==> src/rtl/instruction_fetch_unit.sv <==
// instruction_fetch_unit: IF stage with fetch PC, 1-entry skid buffer and redirect drain
module instruction_fetch_unit #(
  parameter logic [31:0] RESET_PC  = 32'h00000000,
  parameter logic [31:0] NOP_INSTR = 32'h00000013
) (
  input  logic        CLK,
  input  logic        RESET,
  input  logic        BRANCH_TAKEN,
  input  logic [31:0] BRANCH_TARGET,
  input  logic        STALL,
  output logic [31:0] IMEM_ADDR,
  output logic        IMEM_READ,
  input  logic [31:0] IMEM_READDATA,
  input  logic        IMEM_BUSYWAIT,
  output logic [31:0] INSTRUCTION,
  output logic [31:0] PC_OUT,
  output logic [31:0] PC_PLUS4,
  output logic        INSTR_VALID,
  output logic        IF_BUSYWAIT
);
  localparam logic [1:0] FETCH = 2'd0;
  localparam logic [1:0] HOLD  = 2'd1;
  localparam logic [1:0] DRAIN = 2'd2;
  logic [1:0]  state;
  logic [31:0] pc;
  logic [31:0] buf_data;
  logic [31:0] buf_pc;
  logic        buf_valid;
  logic [31:0] drain_addr;
  logic        active;
  logic        done;
  // A read is outstanding whenever we are not parked in HOLD; reset silences the bus
  assign active      = !RESET && state != HOLD;
  assign done        = active && !IMEM_BUSYWAIT;
  assign IMEM_READ   = active;
  assign IMEM_ADDR   = state == DRAIN ? drain_addr : pc;
  assign IF_BUSYWAIT = active && IMEM_BUSYWAIT;
  assign PC_PLUS4    = PC_OUT + 32'd4;
  // PC, skid buffer, IF/ID register and fetch state machine
  always_ff @(posedge CLK or posedge RESET) begin
    if (RESET) begin
      state       <= FETCH;
      pc          <= RESET_PC;
      buf_data    <= '0;
      buf_pc      <= '0;
      buf_valid   <= 1'b0;
      drain_addr  <= '0;
      INSTRUCTION <= NOP_INSTR;
      PC_OUT      <= '0;
      INSTR_VALID <= 1'b0;
    end else if (BRANCH_TAKEN) begin
      // The in-flight address is latched so the memory sees a stable request until it completes
      pc          <= BRANCH_TARGET & ~32'd3;
      drain_addr  <= IMEM_ADDR;
      state       <= active && IMEM_BUSYWAIT ? DRAIN : FETCH;
      buf_valid   <= 1'b0;
      INSTRUCTION <= NOP_INSTR;
      INSTR_VALID <= 1'b0;
    end else begin
      case (state)
        FETCH: if (done) begin
          pc <= pc + 32'd4;
          if (STALL) begin
            buf_data  <= IMEM_READDATA;
            buf_pc    <= pc;
            buf_valid <= 1'b1;
            state     <= HOLD;
          end else begin
            INSTRUCTION <= IMEM_READDATA;
            PC_OUT      <= pc;
            INSTR_VALID <= 1'b1;
          end
        end
        HOLD: if (!STALL && buf_valid) begin
          INSTRUCTION <= buf_data;
          PC_OUT      <= buf_pc;
          INSTR_VALID <= 1'b1;
          buf_valid   <= 1'b0;
          state       <= FETCH;
        end
        DRAIN: if (done) state <= FETCH;
        default: state <= FETCH;
      endcase
    end
  end
endmodule
==> config.mk <==
export PLATFORM = sky130hd
export DESIGN_NAME = instruction_fetch_unit
export DESIGN_NICKNAME = d
export VERILOG_FILES = /design/src/rtl/instruction_fetch_unit.sv
export SDC_FILE = /design/constraint.sdc
export NUM_CORES = 1
export LEC_CHECK = 0
export CORE_MARGIN = 4
export CORE_UTILIZATION = 45
export DETAILED_ROUTE_END_ITERATION = 10
export PLACE_DENSITY = 0.81
export SKIP_CTS_REPAIR_TIMING = 1
export SLEW_MARGIN = 5
export SYNTH_ARGS = -nofsm -noshare
export SYNTH_HDL_FRONTEND = slang
export SYNTH_SLANG_ARGS = --single-unit
==> constraint.sdc <==
create_clock -name CLK -period 10.03 [get_ports CLK]
set_clock_uncertainty 0.2 [all_clocks]
set_input_delay 2.5075 -clock CLK [delete_from_list [all_inputs] [get_ports CLK]]
set_output_delay 2.5075 -clock CLK [all_outputs]
set_load 0.01 [all_outputs]
== Word-level counts from Yosys, hierarchy flattened ==
Cells that the tools add are included.
W data, S select, Z words.

* Flip-flop bits (word level): 196
* Input bits: 69
* Output and inout port bits: 131
* Logic and storage cells: 71

* $add $sub $neg: 2
* Equal/unequal tests: 11
* Muxes and demuxes: 30
* Bitwise logic cells: 1
* Reductions and logical operators: 18

{| class="wikitable"
|+ Operator list
! kind !! number
|-
| $mux W32 || 11
|-
| $pmux W32 S2 || 2
|-
| $add A32 B3 Y32 const B || 2
|-
| $reduce_and A4 Y1 || 4
|-
| $ne A3 B3 Y1 const B || 5
|-
| $mux W2 || 6
|-
| $mux W1 || 8
|-
| $ne A2 B2 Y1 const B || 3
|-
| $pmux W2 S3 || 1
|-
| $reduce_bool A2 Y1 || 3
|-
| $reduce_and A5 Y1 || 1
|-
| $logic_and A1 B1 Y1 || 4
|-
| $pmux W1 S2 || 2
|-
| $logic_not A1 Y1 || 3
|-
| $reduce_bool A3 Y1 || 1
|-
| $eq A2 B1 Y1 const B || 1
|-
| $eq A2 B2 Y1 const B || 1
|-
| $logic_not A2 Y1 || 1
|-
| $ne A2 B1 Y1 const B || 1
|-
| $reduce_and A2 Y1 || 1
|-
| $not A1 Y1 || 1
|}

== Depth between registers and ports, before layout ==
Gate-level depths: netlist (run 1).

* Word-level depth: 6
* Depth in mapped cells: 7
* Mapped depth without buffers: 5

== Worst setup path after synthesis (run 1) ==
No wires, ideal clock.

* Path type: input port to output port
* From: input RESET
* To: output IF_BUSYWAIT
* Arrival time: 7.098 ns
* Required time: 7.323 ns
* Setup slack: 0.225 ns
* Cell stages on the path: 2
* Path buffers: 0
* Cells stage by stage: inv_1 -> and3_1

* Longest elaborated chain between the ends: 3

{| class="wikitable"
|+ Ends and longest elaborated chain
! what !! line !! source
|-
| from (decl) || 7 || <nowiki>input logic RESET,</nowiki>
|-
| $logic_not A1 Y1 (no line) || -- ||
|-
| $logic_and A1 B1 Y1 || 33 || <nowiki>assign active = !RESET && state != HOLD;</nowiki>
|-
| $logic_and A1 B1 Y1 || 37 || <nowiki>assign IF_BUSYWAIT = active && IMEM_BUSYWAIT;</nowiki>
|-
| to (decl) || 19 || <nowiki>output logic IF_BUSYWAIT</nowiki>
|}

No other way between the ends.

== Worst setup path after layout (run 1) ==
Same ends and word-level chain as after synthesis.

==> results of run 1 <==
state kept, by name (all words and copies together), names as in the netlist:
signal       flops
PC_OUT          30
buf_valid        1
INSTR_VALID      1
INSTRUCTION     32
pc              30
drain_addr      32
state            2
buf_pc          30
buf_data        32
metrics by stage:
step | util [%] | instances | power [mW] | hold slack [ps] | setup slack [ps]
after floorplan | - | 932 | 1.38 | 246 | 225
after global placement | 56.2 | 1329 | 1.69 | 260 | 2690
after detailed placement | 56.2 | 1329 | 1.72 | 271 | 2660
after CTS | 59.2 | 1361 | 2.42 | 287 | 2670
after global routing | 59.3 | 1363 | 2.54 | 313 | 2570
final | 59.3 | 1364 | 2.41 | 286 | 2720
tightest hold or removal path, stage by stage (launching register included):
cell	delay, ps
sky130_fd_sc_hd__dfrtp_1	350
sky130_fd_sc_hd__nand2_1	50
sky130_fd_sc_hd__o21ai_0	60
worst max path at each step:
stage / slack (ps) / start / to
6_report: 2720 / RESET / IF_BUSYWAIT
5_1_grt: 2570 / RESET / IF_BUSYWAIT
4_1_cts: 2670 / RESET / IF_BUSYWAIT
3_5_place_dp: 2660 / RESET / IF_BUSYWAIT
3_3_place_gp: 2690 / RESET / IF_BUSYWAIT
2_1_floorplan: 220 / RESET / IF_BUSYWAIT
routing by layer:
| layer | share of wire (%) | GRT usage, % | wire, µm | vias up |
|---|---|---|---|---|
| met5 | 0 | 0 | 0 | - |
| li1 | - | - | - | 3593 |
| met2 | 48 | 33.4 | 11700 | 232 |
| met4 | 3.2 | 9.97 | 783 | 0 |
| met3 | 4.9 | 3.18 | 1210 | 58 |
| met1 | 44 | 29.7 | 10800 | 3754 |
power by group through the flow:
stage	Combinational [mW]	Clock (mW)	Sequential [mW]
after detailed placement	0.637	0	1.08
final	0.635	0.704	1.07
after global routing	0.693	0.750	1.09
after floorplan	0.332	0	1.05
after global placement	0.622	0	1.07
after CTS	0.642	0.714	1.07
final cells by class:
type | count | share of cell area [%]
flip-flops and latches | 190 | 39.7
multi-input cells | 654 | 35.2
repair buffers | 202 | 16.6
clock buffers | 18 | 3.66
well taps | 270 | 2.82
clock inverters | 14 | 1.50
inverters | 13 | 0.469
diodes | 3 | 0.0626
layout by cell type, fill, tap and decap left out, types with 4 or more instances in the layout:
master,synthesis,layout
sky130_fd_sc_hd__nand2_1,161,161
sky130_fd_sc_hd__nand3_1,26,25
sky130_fd_sc_hd__xnor2_1,26,26
sky130_fd_sc_hd__and4_1,4,4
sky130_fd_sc_hd__a21oi_1,14,13
sky130_fd_sc_hd__inv_6,0,5
sky130_fd_sc_hd__o21ai_0,28,28
sky130_fd_sc_hd__nand4_1,23,23
sky130_fd_sc_hd__o31ai_1,13,13
sky130_fd_sc_hd__buf_4,4,9
sky130_fd_sc_hd__or3_1,4,4
sky130_fd_sc_hd__nor2_1,99,99
sky130_fd_sc_hd__clkbuf_16,0,17
sky130_fd_sc_hd__and3_1,8,8
sky130_fd_sc_hd__nor3_1,6,5
sky130_fd_sc_hd__or4_1,15,15
sky130_fd_sc_hd__a31oi_1,38,38
sky130_fd_sc_hd__nor4_1,7,6
sky130_fd_sc_hd__xor2_1,13,13
sky130_fd_sc_hd__mux2_2,110,110
sky130_fd_sc_hd__dfrtp_1,187,187
sky130_fd_sc_hd__conb_1,1,4
sky130_fd_sc_hd__inv_1,13,12
sky130_fd_sc_hd__clkdlybuf4s50_1,0,192
sky130_fd_sc_hd__a311oi_1,29,29
cell families (layout without fill, tap and decap cells):
logic type	after synthesis	in the layout	share of synthesized area, %
AND/OR/NAND/NOR	364	364	17.6
flip-flops	190	190	51.3
AO/OA/AOI/OAI	134	134	9.75
multiplexers	111	111	13.5
buffers and inverters	88	247	3.82
XOR/XNOR	39	39	3.69
adder cells (fa/ha/maj)	2	2	0.270
other	1	7	0.0405
==> flow_summary.html, run 1 <==
<table>
<tr><th>Metric</th><th>Value</th></tr>
<tr><th colspan="2">Outcome</th></tr>
<tr><td>Outcome</td><td>finished, final reports clean</td></tr>
<tr><th colspan="2">Logic synthesis</th></tr>
<tr><td>Fraction of registers with async set/reset</td><td>100%</td></tr>
<tr><td>Top cells by area, synth</td><td>sky130_fd_sc_hd__dfrtp_1, sky130_fd_sc_hd__mux2_2, sky130_fd_sc_hd__nand2_1</td></tr>
<tr><td>Primary flip-flop cell chosen by synthesis mapping</td><td>sky130_fd_sc_hd__dfrtp_1</td></tr>
<tr><td>Post-synthesis instance area</td><td>between 0.009 and 0.01 mm²</td></tr>
<tr><td>Sequential fraction of the synthesis area</td><td>between 50% and 60%</td></tr>
<tr><td>Ranking of synthesized cells by instance count</td><td>sky130_fd_sc_hd__dfrtp_1, sky130_fd_sc_hd__nand2_1, sky130_fd_sc_hd__mux2_2</td></tr>
<tr><td>Post-Syn Area per Cell</td><td>9.98 µm²</td></tr>
<tr><td>Fraction of post-synthesis cell area in the top cell type by area</td><td>between 50% and 60%</td></tr>
<tr><td>Synthesized instance count</td><td>about 930</td></tr>
<tr><td>Cell taking the most area after synthesis</td><td>sky130_fd_sc_hd__dfrtp_1</td></tr>
<tr><td>Number of distinct library cells after synthesis</td><td>between 40 and 50</td></tr>
<tr><td>Yosys reg bits</td><td>190</td></tr>
<tr><td>Post-synth EDFFs</td><td>0</td></tr>
<tr><td>Synthesis warning total</td><td>0</td></tr>
<tr><td>Cell with the most instances after synthesis</td><td>sky130_fd_sc_hd__dfrtp_1</td></tr>
<tr><th colspan="2">Timing</th></tr>
<tr><td>Sum Neg Setup Slack</td><td>0 ps</td></tr>
<tr><td>Period Utilization, post-route</td><td>72.9%</td></tr>
<tr><td>Final setup violation count</td><td>0</td></tr>
<tr><td>Max Fclk</td><td>between 0.1 and 0.15 GHz</td></tr>
<tr><td>Worst slew margin relative to its limit</td><td>a little under a third</td></tr>
<tr><td>Min Tclk post-route</td><td>between 7000 and 8000 ps</td></tr>
<tr><td>Setup repair after global routing missed its margin</td><td>no</td></tr>
<tr><td>Max Slew Vio Count</td><td>0</td></tr>
<tr><td>Total count of hold-check failures in the final report</td><td>0</td></tr>
<tr><td>Worst-Margin Slew</td><td>around 1000 ps</td></tr>
<tr><th colspan="2">Power and ir drop</th></tr>
<tr><td>Clock share of power</td><td>29.3%</td></tr>
<tr><td>Combinational cell fraction of total power</td><td>26.4%</td></tr>
<tr><td>Internal Pwr Total</td><td>1.69 mW</td></tr>
<tr><td>P per Cell Area</td><td>approximately 200 mW/mm²</td></tr>
<tr><td>VDD IR-drop max</td><td>approximately 0.00015 V</td></tr>
<tr><td>Share of total power consumed by net switching</td><td>between 20% and 30%</td></tr>
<tr><td>Sequential power share</td><td>approximately 44%</td></tr>
<tr><td>Net Switching</td><td>around 0.71 mW</td></tr>
<tr><td>Static Leakage</td><td>4.87 nW</td></tr>
<tr><th colspan="2">Min path</th></tr>
<tr><td>Hold path depth</td><td>2</td></tr>
<tr><td>Hold worst-path end</td><td>buf_pc[22]</td></tr>
<tr><td>Hold Startpoint</td><td>buf_pc[22]</td></tr>
<tr><td>Worst hold path type</td><td>register to register</td></tr>
<tr><th colspan="2">Final layout</th></tr>
<tr><td>Final nets</td><td>between 1,000 and 1,500</td></tr>
<tr><td>Layout overhead on the synthesized area</td><td>29.5%</td></tr>
<tr><td>Register Area</td><td>between 0.004 and 0.005 mm²</td></tr>
<tr><td>Final non-filler cell area</td><td>roughly 0.012 mm²</td></tr>
<tr><td># fillers</td><td>1,662</td></tr>
<tr><td>Multi-input gate area</td><td>about 0.0042 mm²</td></tr>
<tr><td>Fraction of layout instances using a drive strength above 1</td><td>about 15%</td></tr>
<tr><th colspan="2">Setup path</th></tr>
<tr><td>Cell chain of the critical path</td><td>clkdlybuf4s50_1 -&gt; inv_8 -&gt; and3_1 -&gt; clkdlybuf4s50_1</td></tr>
<tr><td>CP Class</td><td>primary input to output port</td></tr>
<tr><td>Buffers plus inverters on the worst setup path</td><td>3</td></tr>
<tr><td>Top Family by Delay on Critical Path</td><td>buffers and inverters</td></tr>
<tr><td>Capture instance of the worst register-to-register path</td><td>buf_pc[2]</td></tr>
<tr><td>Worst R2R Path Depth</td><td>4</td></tr>
<tr><td>Worst endpoint required time</td><td>between 7000 and 8000 ps</td></tr>
<tr><td>R2R Setup Slk</td><td>about 7300 ps</td></tr>
<tr><td>Worst flop-to-flop path startpoint</td><td>state[0]</td></tr>
<tr><td>Nature of the critical path startpoint</td><td>primary input</td></tr>
<tr><td>Slowest cell on the critical path</td><td>sky130_fd_sc_hd__inv_8</td></tr>
<tr><td>Cell depth of the worst setup path</td><td>4</td></tr>
<tr><td>Delay of the slowest cell on the worst path</td><td>640 ps</td></tr>
<tr><td>Arrival @ worst endpoint</td><td>about 4600 ps</td></tr>
<tr><td>Critical-path maximum fanout</td><td>110</td></tr>
<tr><td>Most numerous cell on the critical path</td><td>sky130_fd_sc_hd__clkdlybuf4s50_1</td></tr>
<tr><td>Kind of capture point of the worst setup path</td><td>output port</td></tr>
<tr><th colspan="2">Floorplan</th></tr>
<tr><td>Die Wd</td><td>152 µm</td></tr>
<tr><td>Effective utilization at floorplan</td><td>between 40% and 50%</td></tr>
<tr><td>Height of the chip</td><td>about 150 µm</td></tr>
<tr><td>Die footprint</td><td>roughly 0.023 mm²</td></tr>
<tr><td>Standard-cell row count</td><td>52</td></tr>
<tr><td>Area of the placeable core</td><td>just over 0.02 mm²</td></tr>
<tr><td>I/O pin count</td><td>200</td></tr>
<tr><th colspan="2">Clock tree</th></tr>
<tr><td>Number of buffers created by CTS</td><td>17</td></tr>
<tr><td>Clock tree from TritonCTS</td><td>yes</td></tr>
<tr><td>Clk Tree Root Cell</td><td>sky130_fd_sc_hd__clkbuf_16</td></tr>
<tr><td>Max clock buf depth</td><td>2</td></tr>
<tr><td>Clk Latency, worst-skew pair</td><td>between 400 and 500 ps</td></tr>
<tr><td>H-tree levels</td><td>4</td></tr>
<tr><td>Clk slew on worst S/H paths</td><td>~70 ps</td></tr>
<tr><td>Count of clock tree sinks</td><td>190</td></tr>
<tr><th colspan="2">Place</th></tr>
<tr><td>Placer Congestion</td><td>~0.81</td></tr>
<tr><td>Post-place instance area</td><td>0.0114 mm²</td></tr>
<tr><td>HPWL after DPL</td><td>roughly 17 mm</td></tr>
<tr><td>Count of port buffers added during placement</td><td>approximately 190</td></tr>
<tr><th colspan="2">Drt</th></tr>
<tr><td>Total via count in the routed design</td><td>7,637</td></tr>
<tr><td>Routed len/inst</td><td>17.9 µm</td></tr>
<tr><td>Router iterations before antenna repair</td><td>5</td></tr>
<tr><td>Number of antenna-violating nets in the routed design</td><td>0</td></tr>
<tr><td>DRC violation total after the first TritonRoute iteration</td><td>808</td></tr>
<tr><td>Avg Vias per Cell</td><td>5.60</td></tr>
<tr><td>Remaining DRCs</td><td>0</td></tr>
<tr><td>Total Wirelength</td><td>between 20 and 25 mm</td></tr>
<tr><th colspan="2">GRT</th></tr>
<tr><td>First-pass GRT wire length</td><td>~39 mm</td></tr>
<tr><td>Via count of the first global-routing pass</td><td>7,519</td></tr>
<tr><td>Number of antenna violations at the first check in global routing</td><td>2</td></tr>
<tr><td>Total gr overflow</td><td>0</td></tr>
<tr><td>Overall track demand over capacity in global routing</td><td>a little over a fifth</td></tr>
<tr><td>Largest net degree at the start of global routing</td><td>about 110</td></tr>
<tr><th colspan="2">Flow run</th></tr>
<tr><td>Max-capacitance violation count</td><td>0</td></tr>
</table>
Note: power is estimated with default switching activity, not from simulation.
==> run 2: changes to the inputs <==
- PLACE_DENSITY: 0.81 -> 0.84
- clock period: 10.03 -> 6.3 ns (I/O delays scaled with it)
==> run 2 against run 1 <==
Critical path type is now register to output port. Final area is 0.38% lower. Non-clock buffer count did not move. Critical endpoint is now PC_PLUS4[28]. Core utilization is 0.22 points lower. Hold slack got worse by 8.6 ps. Flip-flop and latch count unchanged. Sequential share of layout area is 0.15 points higher.
==> flow_summary.html, run 2 (same netlist as run 1, synthesis figures left out) <==
<table>
<tr><th>Metric</th><th>Value</th></tr>
<tr><th colspan="2">Final layout</th></tr>
<tr><td>Layout overhead on the synthesized area</td><td>29.0% (was 29.5%)</td></tr>
<tr><td>Final nets</td><td>1,149 (unchanged)</td></tr>
<tr><td>Register Area</td><td>0.00476 mm² (unchanged)</td></tr>
<tr><td>Largest registers ranked by flip-flop count</td><td>INSTRUCTION: 32 flops, buf_data: 32 flops, drain_addr: 32 flops (unchanged)</td></tr>
<tr><td>Most frequent standard cell in the layout excluding fill and tap cells</td><td>sky130_fd_sc_hd__clkdlybuf4s50_1 (unchanged)</td></tr>
<tr><td>Fraction of layout instances using a drive strength above 1</td><td>15.0% (was 15.2%)</td></tr>
<tr><td>Commonest cells after routing, fill and taps aside</td><td>sky130_fd_sc_hd__clkdlybuf4s50_1, sky130_fd_sc_hd__dfrtp_1, sky130_fd_sc_hd__nand2_1 (unchanged)</td></tr>
<tr><td>Multi-input gate area</td><td>0.00422 mm² (about the same)</td></tr>
<tr><td>Final instance count without filler cells</td><td>1,362 (was 1,364)</td></tr>
<tr><td># fillers</td><td>1,644 (was 1,662)</td></tr>
<tr><td>Final non-filler cell area</td><td>0.0120 mm² (about the same)</td></tr>
<tr><th colspan="2">Drt</th></tr>
<tr><td>Met2 wirelength from detailed routing</td><td>11.8 mm (was 11.7 mm)</td></tr>
<tr><td>Router iterations before antenna repair</td><td>6 (was 5)</td></tr>
<tr><td>Metal1 wirelength</td><td>10.7 mm (was 10.8 mm)</td></tr>
<tr><td>Total Wirelength</td><td>24.7 mm (was 24.5 mm)</td></tr>
<tr><td>Routed len/inst</td><td>18.1 µm (was 17.9 µm)</td></tr>
<tr><td>Avg Vias per Cell</td><td>5.59 (was 5.60)</td></tr>
<tr><td>DRC violation total after the first TritonRoute iteration</td><td>688 (was 808)</td></tr>
<tr><td>Number of antenna-violating nets in the routed design</td><td>0 (unchanged)</td></tr>
<tr><td>DR WL met3</td><td>1.48 mm (was 1.21 mm)</td></tr>
<tr><td>Total via count in the routed design</td><td>7,614 (was 7,637)</td></tr>
<tr><td>Remaining DRCs</td><td>0 (unchanged)</td></tr>
<tr><td>Uppermost layer routed</td><td>met4 (unchanged)</td></tr>
<tr><th colspan="2">GRT</th></tr>
<tr><td>First-pass GRT wire length</td><td>39.2 mm (was 39.1 mm)</td></tr>
<tr><td>Via count of the first global-routing pass</td><td>7,403 (was 7,519)</td></tr>
<tr><td>Largest net degree at the start of global routing</td><td>192 (was 111)</td></tr>
<tr><td>Overall track demand over capacity in global routing</td><td>21.7% (was 21.4%)</td></tr>
<tr><td>Number of antenna violations at the first check in global routing</td><td>2 (unchanged)</td></tr>
<tr><td>Total gr overflow</td><td>0 (unchanged)</td></tr>
<tr><th colspan="2">Clock tree</th></tr>
<tr><td>Clk Latency, worst-skew pair</td><td>430 ps (about the same)</td></tr>
<tr><td>Clk Tree Root Cell</td><td>sky130_fd_sc_hd__clkbuf_16 (unchanged)</td></tr>
<tr><td>Number of buffers created by CTS</td><td>17 (unchanged)</td></tr>
<tr><td>H-tree levels</td><td>4 (unchanged)</td></tr>
<tr><td>Count of clock tree sinks</td><td>190 (unchanged)</td></tr>
<tr><td>Max clock buf depth</td><td>2 (unchanged)</td></tr>
<tr><td>Clock tree from TritonCTS</td><td>yes (unchanged)</td></tr>
<tr><td>Clk slew on worst S/H paths</td><td>70 ps (about the same)</td></tr>
<tr><th colspan="2">Min path</th></tr>
<tr><td>Worst hold path type</td><td>register to register (unchanged)</td></tr>
<tr><th colspan="2">Floorplan</th></tr>
<tr><td>Die Wd</td><td>152 µm (unchanged)</td></tr>
<tr><td>Area of the placeable core</td><td>0.0202 mm² (unchanged)</td></tr>
<tr><td>I/O pin count</td><td>200 (unchanged)</td></tr>
<tr><td>Height of the chip</td><td>152 µm (unchanged)</td></tr>
<tr><td>Standard-cell row count</td><td>52 (unchanged)</td></tr>
<tr><td>Effective utilization at floorplan</td><td>45.8% (unchanged)</td></tr>
<tr><td>Die footprint</td><td>0.0230 mm² (unchanged)</td></tr>
<tr><th colspan="2">Timing</th></tr>
<tr><td>Total count of hold-check failures in the final report</td><td>0 (unchanged)</td></tr>
<tr><td>Worst hold slack across all endpoints</td><td>277 ps (was 286 ps)</td></tr>
<tr><td>Setup repair after global routing missed its margin</td><td>no (unchanged)</td></tr>
<tr><td>Max Slew Vio Count</td><td>0 (unchanged)</td></tr>
<tr><td>Worst-Margin Slew</td><td>1260 ps (was 1040 ps)</td></tr>
<tr><td>Min Tclk post-route</td><td>4900 ps</td></tr>
<tr><td>Period Utilization, post-route</td><td>between 70% and 80%</td></tr>
<tr><td>Worst slew margin relative to its limit</td><td>15.6% (was 30.9%)</td></tr>
<tr><td>Max Fclk</td><td>roughly 0.2 GHz</td></tr>
<tr><td>Final setup violation count</td><td>0 (unchanged)</td></tr>
<tr><th colspan="2">Setup path</th></tr>
<tr><td>CP Class</td><td>register to output port (was primary input to output port)</td></tr>
<tr><td>Critical-path maximum fanout</td><td>14 (was 110)</td></tr>
<tr><td>Worst endpoint required time</td><td>4530 ps (was 7320 ps)</td></tr>
<tr><td>Nature of the critical path startpoint</td><td>register (was primary input)</td></tr>
<tr><td>Kind of capture point of the worst setup path</td><td>output port (unchanged)</td></tr>
<tr><td>Arrival @ worst endpoint</td><td>3120 ps (was 4600 ps)</td></tr>
<tr><th colspan="2">Power and ir drop</th></tr>
<tr><td>VDD IR-drop max</td><td>0.000203 V (was 0.000145 V)</td></tr>
<tr><td>P per Cell Area</td><td>315 mW/mm² (was 200 mW/mm²)</td></tr>
<tr><td>Overall Power</td><td>3.76 mW (was 2.41 mW)</td></tr>
<tr><td>Static Leakage</td><td>4.84 nW (was 4.87 nW)</td></tr>
<tr><th colspan="2">Place</th></tr>
<tr><td>Count of port buffers added during placement</td><td>193 (unchanged)</td></tr>
<tr><td>HPWL after DPL</td><td>16.6 mm (was 16.7 mm)</td></tr>
<tr><td>Post-place instance area</td><td>0.0114 mm² (about the same)</td></tr>
<tr><td>Number of instances in the placed design</td><td>1,329 (unchanged)</td></tr>
<tr><td>Placer Congestion</td><td>0.822 (was 0.806)</td></tr>
<tr><th colspan="2">Flow run</th></tr>
<tr><td>Max-capacitance violation count</td><td>0 (unchanged)</td></tr>
<tr><th colspan="2">Outcome</th></tr>
<tr><td>Outcome</td><td>finished, final reports clean (unchanged)</td></tr>
</table>
-- run 2: final timing paths --
| check | from | to | slack (ps) | cells past startpoint |
|---|---|---|---|---|
| worst max-delay path | PC_OUT[11] | PC_PLUS4[28] | 1400 | 5 |
| worst min-delay path | drain_addr[16] | drain_addr[16] | 280 | 2 |
| worst max register to register | state[0] | INSTRUCTION[11] | 3460 | 5 |
| worst min register to register | drain_addr[16] | drain_addr[16] | 280 | 2 |
| max in group asynchronous | RESET | drain_addr[14] | 3370 | 3 |
| min in group asynchronous | RESET | INSTRUCTION[14] | 1740 | 3 |
-- run 2: power breakdown --
part	switching, mW	internal, mW
Combinational	0.426	0.584
Sequential	0.236	1.47
Clock	0.468	0.584
Total	1.13	2.63
-- run 2: stage by stage --
step	TNS [ps]	utilization, %	setup slack (ps)
4_1_cts	0	59.0	1390
2_1_floorplan	-349	-	-349
6_report	0	59.1	1400
5_1_grt	0	59.1	1160
3_5_place_dp	0	56.2	1470
3_3_place_gp	0	56.2	1470
-- run 2: cell type report --
| class | instances | area share (%) |
|---|---|---|
| clock inverters | 13 | 1.20 |
| multi-input cells | 654 | 35.3 |
| flip-flops and latches | 190 | 39.8 |
| diodes | 2 | 0.0419 |
| well taps | 270 | 2.83 |
| inverters | 13 | 0.440 |
| repair buffers | 202 | 16.8 |
| clock buffers | 18 | 3.59 |
-- run 2: critical path, stage by stage, from the launching register on --
cell                              delay, ps
sky130_fd_sc_hd__dfrtp_1                480
sky130_fd_sc_hd__nand3_1                210
sky130_fd_sc_hd__nor3_1                1000
sky130_fd_sc_hd__nand4_1                220
sky130_fd_sc_hd__xnor2_1                230
sky130_fd_sc_hd__clkdlybuf4s50_1        560
-- run 2: routing by layer --
layer  vias to the layer above  track usage [%]
met4                         0             7.28
met2                       268             33.7
li1                       3570                -
met5                         -                0
met1                      3731             30.7
met3                        45             4.40
